[config.mk]
export PLATFORM = sky130hd
export DESIGN_NAME = ntt_pair_loader
export DESIGN_NICKNAME = d
export VERILOG_FILES = /design/src/rtl/ntt_pkg.sv /design/src/rtl/ntt_pair_loader.sv
export SDC_FILE = /design/constraint.sdc
export NUM_CORES = 2
export LEC_CHECK = 0
export ABC_AREA = 1
export BUFFER_PORTS_ARGS = -buffer_cell sky130_fd_sc_hd__buf_4
export CAP_MARGIN = 20
export CORE_AREA = 3 3 593 595
export DETAILED_ROUTE_END_ITERATION = 6
export DIE_AREA = 0 0 596 598
export PLACE_DENSITY = 0.44
export SYNTH_ARGS = -nofsm -noshare
export SYNTH_HDL_FRONTEND = slang
export SYNTH_SLANG_ARGS = --single-unit
[constraint.sdc]
create_clock -name i_clk -period 59.8 [get_ports i_clk]
set_input_delay 5.98 -clock i_clk [delete_from_list [all_inputs] [get_ports i_clk]]
set_output_delay 5.98 -clock i_clk [all_outputs]
set_load 0.01 [all_outputs]
[src/rtl/ntt_pkg.sv]
// Shared types for the NTT/INTT datapath: coefficient type, lane count and
// the operand-pair slot record used by the pair loader.
package ntt_pkg;

    localparam int HALF_NUM_BFU = 16;
    localparam int LANES        = 2 * HALF_NUM_BFU;

    typedef logic [15:0] coeff_t;

    typedef struct packed {
        coeff_t [LANES-1:0] a;
        coeff_t [LANES-1:0] b;
        logic               intt;
        logic               permute;
    } pair_slot_t;

endpackage

[src/rtl/ntt_pair_loader.sv]
// Double-buffered (A, B) operand pair stager ahead of the INTT permute network.
// Consecutive input words are paired; the A word carries the intt/permute
// flags. Two slots let the next pair fill while the current one is stalled.
// Optional feature: define NTT_PAIR_LOADER_FLUSH_EN to add the i_flush port,
// which clears pointers/count/phase (slot data kept) with priority over
// accept and pop.
module ntt_pair_loader
    import ntt_pkg::*;
(
    input  logic               i_clk,
    input  logic               i_rst,
`ifdef NTT_PAIR_LOADER_FLUSH_EN
    input  logic               i_flush,
`endif
    input  logic               i_word_valid,
    output logic               o_word_ready,
    input  coeff_t [LANES-1:0] i_word,
    input  logic               i_word_intt,
    input  logic               i_word_permute,
    output logic               o_pair_valid,
    input  logic               i_pair_ready,
    output coeff_t [LANES-1:0] o_a,
    output coeff_t [LANES-1:0] o_b,
    output logic               o_intt,
    output logic               o_permute
);

    pair_slot_t slot_q [2];
    logic       wp_q;
    logic       rp_q;
    logic       ph_q;
    logic [1:0] cnt_q;

    logic flush;
    logic accept;
    logic complete;
    logic pop;

`ifdef NTT_PAIR_LOADER_FLUSH_EN
    assign flush = i_flush;
`else
    assign flush = 1'b0;
`endif

    // Ready depends only on registered count, so no path from i_pair_ready.
    assign o_word_ready = (cnt_q != 2'd2);
    assign o_pair_valid = (cnt_q != 2'd0);

    assign accept   = i_word_valid & o_word_ready & ~flush;
    assign complete = accept & ph_q;
    assign pop      = o_pair_valid & i_pair_ready & ~flush;

    assign o_a       = slot_q[rp_q].a;
    assign o_b       = slot_q[rp_q].b;
    assign o_intt    = slot_q[rp_q].intt;
    assign o_permute = slot_q[rp_q].permute;

    // Pointer, phase and occupancy tracking; flush clears like reset.
    always_ff @(posedge i_clk) begin
        if (i_rst || flush) begin
            wp_q  <= 1'b0;
            rp_q  <= 1'b0;
            ph_q  <= 1'b0;
            cnt_q <= 2'd0;
        end else begin
            if (accept) begin
                ph_q <= ~ph_q;
            end
            if (complete) begin
                wp_q <= ~wp_q;
            end
            if (pop) begin
                rp_q <= ~rp_q;
            end
            if (complete && !pop) begin
                cnt_q <= cnt_q + 2'd1;
            end else if (pop && !complete) begin
                cnt_q <= cnt_q - 2'd1;
            end
        end
    end

    // Slot storage: A word latches the pair flags, B word finishes the pair.
    always_ff @(posedge i_clk) begin
        if (i_rst) begin
            for (int i = 0; i < 2; i++) begin
                slot_q[i] <= '0;
            end
        end else if (accept) begin
            if (!ph_q) begin
                slot_q[wp_q].a       <= i_word;
                slot_q[wp_q].intt    <= i_word_intt;
                slot_q[wp_q].permute <= i_word_permute;
            end else begin
                slot_q[wp_q].b <= i_word;
            end
        end
    end

endmodule

==> summary.md <==
| Metric | Value |
|---|---|
| Result of the run | finished, final reports clean |
| Static leakage | approximately 43 nW |
| Area of the die | ~360000 um2 |
| Net total in the final layout | between 8000 and 9000 |
| Data arrival, critical path | approximately 6.4 ns |
| EDFF count, synth | 2052 |
| First-pass GRT wire length | 467700 um |
| Comb pwr share | 0.239 |
| Post-synthesis to final-layout area growth | 26.96% |
| Total congestion overflow | 0 |
| Filler Cell Count | around 35000 |
| Crit path max fanout | around 120 |
| Multi-input logic area | ~21000 um2 |
| # IOs | between 1500 and 2000 |
| Source of the worst hold timing path | rp_q |
| Number of levels the H-tree was split into | 4 |
| Number of routed nets with antenna violations | 0 |
| Avg Vias per Cell | around 4.6 |
| Highest Clock Rate | 80.71 MHz |
| Sequential share of power | 0.420 |
| Area taken by flip-flops and latches | roughly 62000 um2 |
| Post-cts hold buffer count | 0 |
| Maximum capacitance violations | 0 |
| Critical path class | reg2out |
| Critical path capture point type | output pin |
| Type of origin of the critical path | flip-flop |
| Most numerous cell in the Yosys netlist | sky130_fd_sc_hd__edfxtp_1 |
| Final worst clock skew | 0.04344 ns |
| Net load switching power | 1.234 mW |
| Number of global-route vias before repair | approximately 58000 |
| Length of the first detailed-routing pass in iterations | 7 |
| Unique masters post-synth | 21 |
| Number of antenna violations at the first check in global routing | between 60 and 70 |
| Clock Root Buffer | sky130_fd_sc_hd__clkbuf_16 |
| Synthesized area | approximately 87000 um2 |
| Final clock period utilization by the worst path | 0.2072 |
| Final number of hold-violating endpoints | 0 |
| Actual transition at the worst max-transition pin | around 1.1 ns |
| Chip Height | between 500 and 600 um |
| Mapped Nets | approximately 6700 |
| Final TNS setup | 0 ns |
| Portion of total power attributed to the clock network | 0.341 |
| Required time worst endpoint | about 54 ns |
| Share of final-layout standard cells stronger than drive strength 1 | 0.3877 |
| Clock transition at path regs | about 0.060 ns |
| DR WL/cell | roughly 28 um |
| Reg2reg path depth | 10 |
| Internal power | a little under 3 mW |
| Area of the placeable core | 346500 um2 |
| Commonest cells in the synthesized netlist | 2052 x sky130_fd_sc_hd__edfxtp_1, 1032 x sky130_fd_sc_hd__nor2_1, 1026 x sky130_fd_sc_hd__mux2_2, 1024 x sky130_fd_sc_hd__nor3_1, 521 x sky130_fd_sc_hd__inv_1 |
| Insertion delay to the later sink of the worst-skew pair | 0.91 ns |
| Final Critical Period | approximately 12 ns |
| Post-route total power | 4.192 mW |
| Top cell type's share of synthesized area | 0.7092 |
| Most frequently used flop master after synthesis | sky130_fd_sc_hd__edfxtp_1 |
| Number of violations reported at the end of detailed-routing iteration 0 | between 3000 and 4000 |
| Post-CTS resize count | 0 |
| Instance count along the most critical hold path | 2 |
| Most area-consuming cells after synthesis | sky130_fd_sc_hd__edfxtp_1 71%, sky130_fd_sc_hd__mux2_2 13%, sky130_fd_sc_hd__nor3_1 5.9% |
| Max rail drop VDD | ~25 uV |
| Power Dens Cells | approximately 38 nW/um2 |
| Setup repair after global routing missed its margin | no |
| Post CTS Setup Buffer Count | 0 |
| Number of flip-flops and latches in the synthesized netlist | 2058 |
| CTS sink cnt | around 2100 |
| Sw Share | 0.2943 |
| Final WL | about 340000 um |
| Count of pins over their slew limit | 0 |
| Synthesis Warnings | 0 |
| Reg2Reg Setup Slack | approximately 53 ns |
| Cell taking the most area after synthesis | sky130_fd_sc_hd__edfxtp_1 |
| Horiz. Die Dim | approximately 600 um |
| Final HPWL DP | around 230000 um |
| Final count of negative-setup-slack endpoints | 0 |
| Maximum number of pins on one net before global-route repair | 150 |
| Syn Inst Count | about 6100 |
| TritonCTS clock tree | yes |
| Fraction of synthesis flops using an asynchronous set or reset pin | 0 |
| Detailed-route via count | 56530 |
| Routability cong. | a little over 0.8 |
| Critical register-to-register path endpoint | slot_q[0][405] |
| Hold Crit Endpoint | rp_q |
| Initial Utilization | 0.2508 |
| DRC violations left | 0 |
| Headroom to the max-slew limit | 0.2608 |
| TritonCTS buffer count | ~240 |
| Average cell area after synthesis | roughly 14 um2 |
| All-Layer GR Usage | 0.1837 |
| Cell row count | approximately 220 |
| Number of buffers on the longest clock path | 4 |
| Number of buffers inserted by port buffering | ~1500 |
| Kind of path behind the tightest hold check | reg2reg |
| Reg-to-reg critical path startpoint | cnt_q[0] |
| Seq/Total Area, Yosys | 0.7106 |
final cells by class:
type                    count  area share
well taps                4578     0.05192
multi-input cells        3110      0.1883
repair buffers           1649      0.1135
clock buffers             281     0.05507
clock inverters           149     0.01308
flip-flops and latches   2058      0.5597
inverters                 524     0.01783
diodes                     28   0.0006352
per-stage QoR:
stage | hold slack, ns | util | instances | instance area [um2] | setup slack, ns
final | 0.5101 | 0.3184 | 12380 | 110300 | 47.41
after floorplan | 0.4645 | - | 6148 | 86890 | 15.87
after global routing | 0.5647 | 0.3183 | 12360 | 110300 | 47.03
after global placement | 0.4807 | 0.2963 | 11920 | 102700 | 47.48
after detailed placement | 0.4992 | 0.2964 | 11920 | 102700 | 47.41
after CTS | 0.5134 | 0.3181 | 12350 | 110200 | 47.27
worst max-delay path, stage by stage, from the launching register on:
cell                      delay (ns)
sky130_fd_sc_hd__dfxtp_4        1.05
sky130_fd_sc_hd__buf_4          0.64
sky130_fd_sc_hd__buf_4          0.74
sky130_fd_sc_hd__buf_12         0.57
sky130_fd_sc_hd__buf_4          0.72
sky130_fd_sc_hd__buf_4          0.74
sky130_fd_sc_hd__mux2_2         0.45
sky130_fd_sc_hd__buf_4          0.15
registers in the layout, summed over array words and instances (netlist names), named ones only:
signal,cells
rp_q,1
wp_q,1
ph_q,1
slot_q,2052
cnt_q,2
layer usage:
layer | wire, um | global-route usage | up-vias
li1 | - | - | 24900
met1 | 135500 | 0.2222 | 29150
met2 | 166200 | 0.3093 | 1993
met3 | 27310 | 0.05473 | 446
met4 | 12710 | 0.06514 | 50
met5 | 331 | 0 | -
cells in the final DEF (no fill, tap or decap), drive strengths merged:
master,Yosys,routed
edfxtp,2052,2052
buf,356,1649
nor2,1032,1032
mux2,1026,1026
nor3,1024,1024
inv,524,527
clkbuf,100,281
clkinv,0,116
diode,0,28
bufinv,0,24
nand2,13,13
clkinvlp,0,6
dfxtp,6,6
nand4,4,4
a21oi,4,4
o21ai,3,3
nand3,3,3
ha,1,1
how the worst max path moves through the flow:
stage / endpoint / start / depth (start not counted) / slack (ns)
floorplan: slot_q[1][100] / i_word_valid / 3 / 15.87
global placement: slot_q[0][199] / i_rst / 9 / 47.48
detailed placement: slot_q[0][204] / i_rst / 9 / 47.41
CTS: o_b[410] / flip-flop / 7 / 47.27
global route: o_b[410] / flip-flop / 7 / 47.03
finish: o_b[410] / flip-flop / 7 / 47.41
power groups by stage:
stage               Combinational (mW)  Sequential, mW  Clock (mW)
floorplan                        0.501            1.85           0
global placement                  1.02            1.79           0
detailed placement                1.02            1.79           0
global route                      1.05            1.77        1.53
finish                            1.00            1.76        1.43
CTS                               1.02            1.76        1.47
cells by family after synthesis:
kind of cell	count (synthesis)	share of synthesized area
buffers and inverters	980	0.05119
muxes	1026	0.1330
adders and majority gates	1	0.0001440
and+or+nand+nor	2076	0.1047
AOI/OAI and AO/OA	7	0.0004463
DFF	2058	0.7106
Power figures use the tool's default switching activity.
